$ cat config.mk
export PLATFORM = sky130hd
export DESIGN_NAME = load_store_unit
export DESIGN_NICKNAME = d
export VERILOG_FILES = /design/src/rtl/load_store_unit.sv
export SDC_FILE = /design/constraint.sdc
export NUM_CORES = 1
export LEC_CHECK = 0
export CAP_MARGIN = 15
export CORE_MARGIN = 2
export CORE_UTILIZATION = 24
export CTS_BUF_LIST = sky130_fd_sc_hd__clkbuf_2
export CTS_CLUSTER_SIZE = 16
export DETAILED_ROUTE_END_ITERATION = 10
export GPL_TIMING_DRIVEN = 0
export HOLD_SLACK_MARGIN = 0.15
export PLACE_DENSITY = 0.48
export SYNTH_ARGS = -nofsm -noshare
export SYNTH_HDL_FRONTEND = slang
export SYNTH_SLANG_ARGS = --single-unit
$ cat constraint.sdc
create_clock -name clk -period 2.8 [get_ports clk]
set_input_delay 0.56 -clock clk [delete_from_list [all_inputs] [get_ports clk]]
set_output_delay 0.56 -clock clk [all_outputs]
set_load 0.01 [all_outputs]
$ cat src/rtl/load_store_unit.sv
// MEM-stage load/store controller in front of a word-wide data_memory.
// Big-endian lane select with sign/zero extension on loads, read-modify-write for sub-word stores.
module load_store_unit #(
    parameter int unsigned ADDR_LIMIT = 40
) (
    input  logic        clk,
    input  logic        rst,
    input  logic        req_valid,
    output logic        req_ready,
    input  logic        req_load,
    input  logic        req_store,
    input  logic [1:0]  req_size,
    input  logic        req_unsigned,
    input  logic [31:0] req_addr,
    input  logic [31:0] req_wdata,
    output logic        resp_valid,
    output logic [31:0] resp_rdata,
    output logic        resp_err,
    output logic        mem_mr,
    output logic        mem_mw,
    output logic [31:0] mem_add,
    output logic [31:0] mem_wd,
    input  logic [31:0] mem_data,
    output logic [2:0]  dbg_state
);

    typedef enum logic [2:0] {
        IDLE = 3'd0,
        RD   = 3'd1,
        WAIT = 3'd2,
        WR   = 3'd3,
        DONE = 3'd4
    } state_t;

    state_t state, state_next;

    // Handshake: a request transfers on a rising edge where req_valid & req_ready;
    // req_ready is high only while idle, and the request fields are copied at that edge.
    logic        accept;
    logic        req_err;
    logic [32:0] last_byte;

    logic        load_q;
    logic        unsigned_q;
    logic [1:0]  size_q;
    logic [1:0]  off_q;
    logic [15:0] wdata_q;

    logic [7:0]  lane_b;
    logic [15:0] lane_h;
    logic [31:0] load_ext;
    logic [31:0] merged;

    assign accept    = req_valid & req_ready;
    assign req_ready = (state == IDLE) & ~rst;
    assign mem_mr    = (state == RD) & ~rst;
    assign mem_mw    = (state == WR) & ~rst;
    assign resp_valid = (state == DONE) & ~rst;
    assign dbg_state = state;

    // Whole containing word must fit below the limit, even for byte accesses.
    assign last_byte = {1'b0, req_addr[31:2], 2'b00} + 33'd3;

    always_comb begin
        req_err = 1'b0;
        if (req_load == req_store)
            req_err = 1'b1;
        if (req_size == 2'b11)
            req_err = 1'b1;
        if ((req_size == 2'b01) && req_addr[0])
            req_err = 1'b1;
        if ((req_size == 2'b10) && (req_addr[1:0] != 2'b00))
            req_err = 1'b1;
        if (last_byte > 33'(ADDR_LIMIT))
            req_err = 1'b1;
    end

    always_comb begin
        state_next = state;
        case (state)
            IDLE: begin
                if (accept) begin
                    if (req_err)
                        state_next = DONE;
                    else if (!req_load && (req_size == 2'b10))
                        state_next = WR;
                    else
                        state_next = RD;
                end
            end
            RD:      state_next = WAIT;
            WAIT:    state_next = load_q ? DONE : WR;
            WR:      state_next = DONE;
            DONE:    state_next = IDLE;
            default: state_next = IDLE;
        endcase
    end

    // Big-endian: byte offset 0 is the most significant lane of the word.
    always_comb begin
        lane_b = 8'h00;
        case (off_q)
            2'd0: lane_b = mem_data[31:24];
            2'd1: lane_b = mem_data[23:16];
            2'd2: lane_b = mem_data[15:8];
            2'd3: lane_b = mem_data[7:0];
            default: lane_b = 8'h00;
        endcase
        lane_h = (off_q == 2'd0) ? mem_data[31:16] : mem_data[15:0];
    end

    always_comb begin
        load_ext = mem_data;
        case (size_q)
            2'b00:   load_ext = {{24{~unsigned_q & lane_b[7]}}, lane_b};
            2'b01:   load_ext = {{16{~unsigned_q & lane_h[15]}}, lane_h};
            default: load_ext = mem_data;
        endcase
    end

    always_comb begin
        merged = mem_data;
        if (size_q == 2'b01) begin
            if (off_q == 2'd0)
                merged[31:16] = wdata_q;
            else
                merged[15:0] = wdata_q;
        end else begin
            case (off_q)
                2'd0: merged[31:24] = wdata_q[7:0];
                2'd1: merged[23:16] = wdata_q[7:0];
                2'd2: merged[15:8]  = wdata_q[7:0];
                2'd3: merged[7:0]   = wdata_q[7:0];
                default: merged = mem_data;
            endcase
        end
    end

    always_ff @(posedge clk) begin
        if (rst) begin
            state      <= IDLE;
            resp_rdata <= 32'h0;
            resp_err   <= 1'b0;
            mem_add    <= 32'h0;
            mem_wd     <= 32'h0;
            load_q     <= 1'b0;
            unsigned_q <= 1'b0;
            size_q     <= 2'b00;
            off_q      <= 2'b00;
            wdata_q    <= 16'h0;
        end else begin
            state <= state_next;
            case (state)
                IDLE: begin
                    if (accept) begin
                        load_q     <= req_load;
                        unsigned_q <= req_unsigned;
                        size_q     <= req_size;
                        off_q      <= req_addr[1:0];
                        wdata_q    <= req_wdata[15:0];
                        if (req_err) begin
                            resp_err   <= 1'b1;
                            resp_rdata <= 32'h0;
                        end else begin
                            mem_add <= {req_addr[31:2], 2'b00};
                            if (!req_load && (req_size == 2'b10))
                                mem_wd <= req_wdata;
                        end
                    end
                end
                WAIT: begin
                    if (load_q) begin
                        resp_rdata <= load_ext;
                        resp_err   <= 1'b0;
                    end else begin
                        mem_wd <= merged;
                    end
                end
                WR: begin
                    resp_rdata <= 32'h0;
                    resp_err   <= 1'b0;
                end
                default: ;
            endcase
        end
    end

endmodule
==> key figures, run 1 <==
STA
  – Pins Over Slew Limit: 0
  – Final hold vios: 0
  – Min Tclk post-route: approximately 2600 ps
  – RSZ-0062 raised after global routing: false
  – Worst Tran Pin Value: around 990 ps
  – Clock Skew: between 40 and 50 ps
  – FMAX: ~0.38 GHz
  – Slew HR: roughly 33%
  – Setup violators final: 0
  – Final worst-path cycle share: between 90 and 100%

Worst setup path
  – WP data required: ~3400 ps
  – Critical path type: reg2reg
  – Worst reg2reg endpoint: resp_rdata[15]
  – Worst setup SP type: flip-flop
  – Crit end category: flip-flop
  – Number of cells on the worst reg-to-reg path: 8
  – Crit-path max FO: 10
  – WP data arrival: between 3000 and 4000 ps
  – R2r startpoint: dbg_state[2]
  – R2r setup slk: 190 ps

Worst hold path
  – Hold Path Origin: req_unsigned
  – Worst hold path cell count: 3
  – Hold Crit Class: in2reg
  – Hold path endpoint: unsigned_q

Clock network
  – CTS max path bufs: 2
  – Clock H-tree levels: 4
  – Clock root cell: clkbuf_2
  – Setup Fix Bufs, Post-CTS: 0
  – Num CTS Buffers: 17
  – Number of hold buffers added after CTS: 0
  – CTS tree: built
  – Sink Count: 120
  – CTS clk-pin slew, worst paths: roughly 210 ps
  – Clk_lat worst skew: roughly 740 ps

Floorplan
  – Vert. Die Dim: 161 microns
  – # IOs: about 210
  – Die W: around 160 microns
  – Core area: around 24,000 sq um
  – Die area: around 26,000 sq um
  – Rows: 57
  – Initial Util: 24.4%

Placement
  – DPL Wire Length: around 19 mm
  – Cells after DPL: 1,237
  – Final RePlAce weighted congestion: 0.856
  – Port bufs: 205

Drt
  – Initial drt markers: approximately 460
  – Via count: between 6,000 and 7,000
  – Post-DRT Antenna Nets: 0
  – DR DRC count: 0
  – Wire per inst: 19.0 microns
  – Final WL: between 20 and 25 mm
  – 1st-pass router iterations: 6
  – Drt via density: around 4.8

Job
  – Max cap viols: 0

Logic synthesis
  – Top post-synthesis cells by area: dfxtp_1 (40%), mux2i_1 (7.2%), nor2_1 (5.9%), o21ai_0 (5.6%), nand2_1 (5.2%)
  – Cells after synthesis: 707
  – Synthesized flop and latch total: 120
  – Post-synth top area share: between 40% and 50%
  – Yosys top cell by area: dfxtp_1
  – Post-synth EDFFs: 0
  – Asr flop ratio synth: 0%
  – Post-synthesis sequential area ratio: ~40%
  – Top FF cell, synth: dfxtp_1
  – Syn_area_per_cell: 8.40 sq um
  – Mapped Area: between 5000 and 6000 sq um
  – Synth cell types: between 50 and 60
  – Ys Warns: 0

Pwr
  – LEAKAGE: approximately 3.1 nW
  – IR Drop Worst-Case VDD: approximately 0.29 mV
  – Power per cell area: 416 nW/um^2

Outcome
  – Status: complete, no violations

Cells and area
  – Share of cells above drive strength 1: 7.83%
  – Layout Utilization: ~36%
  – Nets@finish: just over 1,000
  – Non-filler instance count after layout: around 1,300
  – Layout area overhead: 45.9%
  – Filler Cell Count: 2,584

Global routing
  – Number of global-route vias before repair: slightly above 6,000
  – GRT overflow: 0
  – Pin count of the biggest net entering global routing: 17
  – All-Layer GR Usage: between 15 and 20%
  – First-pass GRT wire length: around 36 mm
  – Initial antenna violation count: 1
-- per-layer routing --
layer	track usage (%)	part of all wire, %	vias up
li1	-	-	2956
met1	24.7	47	2868
met2	27.7	43	246
met3	6.75	8.9	26
met4	4.67	1.5	0
met5	0	0	-
-- power breakdown --
part	internal, W	total (W)	switching (W)
Sequential	0.00174	0.00177	0.0000312
Combinational	0.000300	0.000665	0.000365
Clock	0.000408	0.00116	0.000754
-- final cells by class --
cell class,instances,area [sq um],area share [%]
diodes,1,2.50,0.0289
inverters,2,7.51,0.0867
clock buffers,17,85.1,0.982
multi-input cells,521,3220,37.2
plain buffers,65,335,3.87
clock inverters,15,153,1.76
well taps,324,405,4.68
flip-flops and latches,120,2400,27.8
repair buffers,205,2050,23.7
-- synth_stat cells, drive strengths merged, types with 15 or more instances --
library cell,number
o21ai,70
clkbuf,38
buf,27
nand3b,30
nor2,95
nand2b,26
nand2,82
a21oi,15
o31ai,21
dfxtp,120
mux2i,43
and2,27
-- flip-flops by register name, summed over array words and instances (netlist names) --
name / flops
off_q: 2
mem_add: 30
dbg_state: 3
load_q: 1
wdata_q: 16
resp_err: 1
resp_rdata: 32
size_q: 2
mem_wd: 32
unsigned_q: 1
-- worst max-delay path by stage --
stage / slack (ps) / start / end / cells past startpoint
finish: 190 / dbg_state[2] / resp_rdata[15] / 8
global route: 60 / dbg_state[2] / resp_rdata[15] / 8
CTS: 30 / dbg_state[1] / mem_mw / 3
detailed placement: -700 / rst / req_ready / 5
global placement: -710 / rst / req_ready / 5
floorplan: 660 / req_addr[31] / mem_add[11] / 8
-- critical path: stages (launching register included) --
cell      delay, ps
dfxtp_1         360
buf_6           140
nor3b_2         790
nand2b_1        220
o21ai_1         140
a21o_1          120
clkbuf_1        420
nand3b_1        220
a21oi_1          80
-- placed cells by master, fill, tap and decap left out, types with 19 or more instances in the layout --
| cell type | n |
|---|---|
| mux2i_1 | 43 |
| nand2b_1 | 26 |
| nand2_1 | 82 |
| o31ai_1 | 21 |
| dfxtp_1 | 118 |
| nor2_1 | 92 |
| nand3b_1 | 30 |
| and2_1 | 27 |
| clkdlybuf4s50_1 | 200 |
| clkbuf_1 | 36 |
| clkbuf_2 | 19 |
| o21ai_0 | 66 |
-- repair_timing --
item | CTS | global route
resized for setup | 8 | 8
hold endpoints to repair | 0 | 0
endpoints found under the setup margin | 4 | 3
-- through the flow --
stage	power (W)	hold slack, ps	TNS, ps	area (sq um)	setup WS, ps
after detailed placement	0.00246	443	-19690	8400	-696
after CTS	0.00365	293	0	8650	25.1
after floorplan	0.00213	456	0	5940	663
after global routing	0.00378	297	0	8660	59.0
after global placement	0.00247	442	-20790	8400	-711
final	0.00360	375	0	8660	193
-- logic make-up (layout without fill, tap and decap cells) --
logic type / after synthesis / in the layout / share of synthesized area, %
flops: 120 / 120 / 40.5
buf+inv: 67 / 304 / 5.54
fa+ha+maj: 1 / 1 / 0.169
other cells: 1 / 3 / 0.0632
compound gates: 169 / 169 / 18.4
simple gates: 299 / 299 / 25.7
xor+xnor: 1 / 1 / 0.148
mux: 49 / 49 / 9.53
Power figures use the tool's default switching activity.
==> inputs of run 2 (changes only) <==
SLEW_MARGIN = 20   (was not set)
==> results of run 2 <==
Same layout as run 1: the final DEF is identical, and so are final timing and power.
==> inputs of run 3 (changes only) <==
GPL_ROUTABILITY_DRIVEN = 1   (was not set)
==> results of run 3 <==
Same layout as run 1: the final DEF is identical, and so are final timing and power.
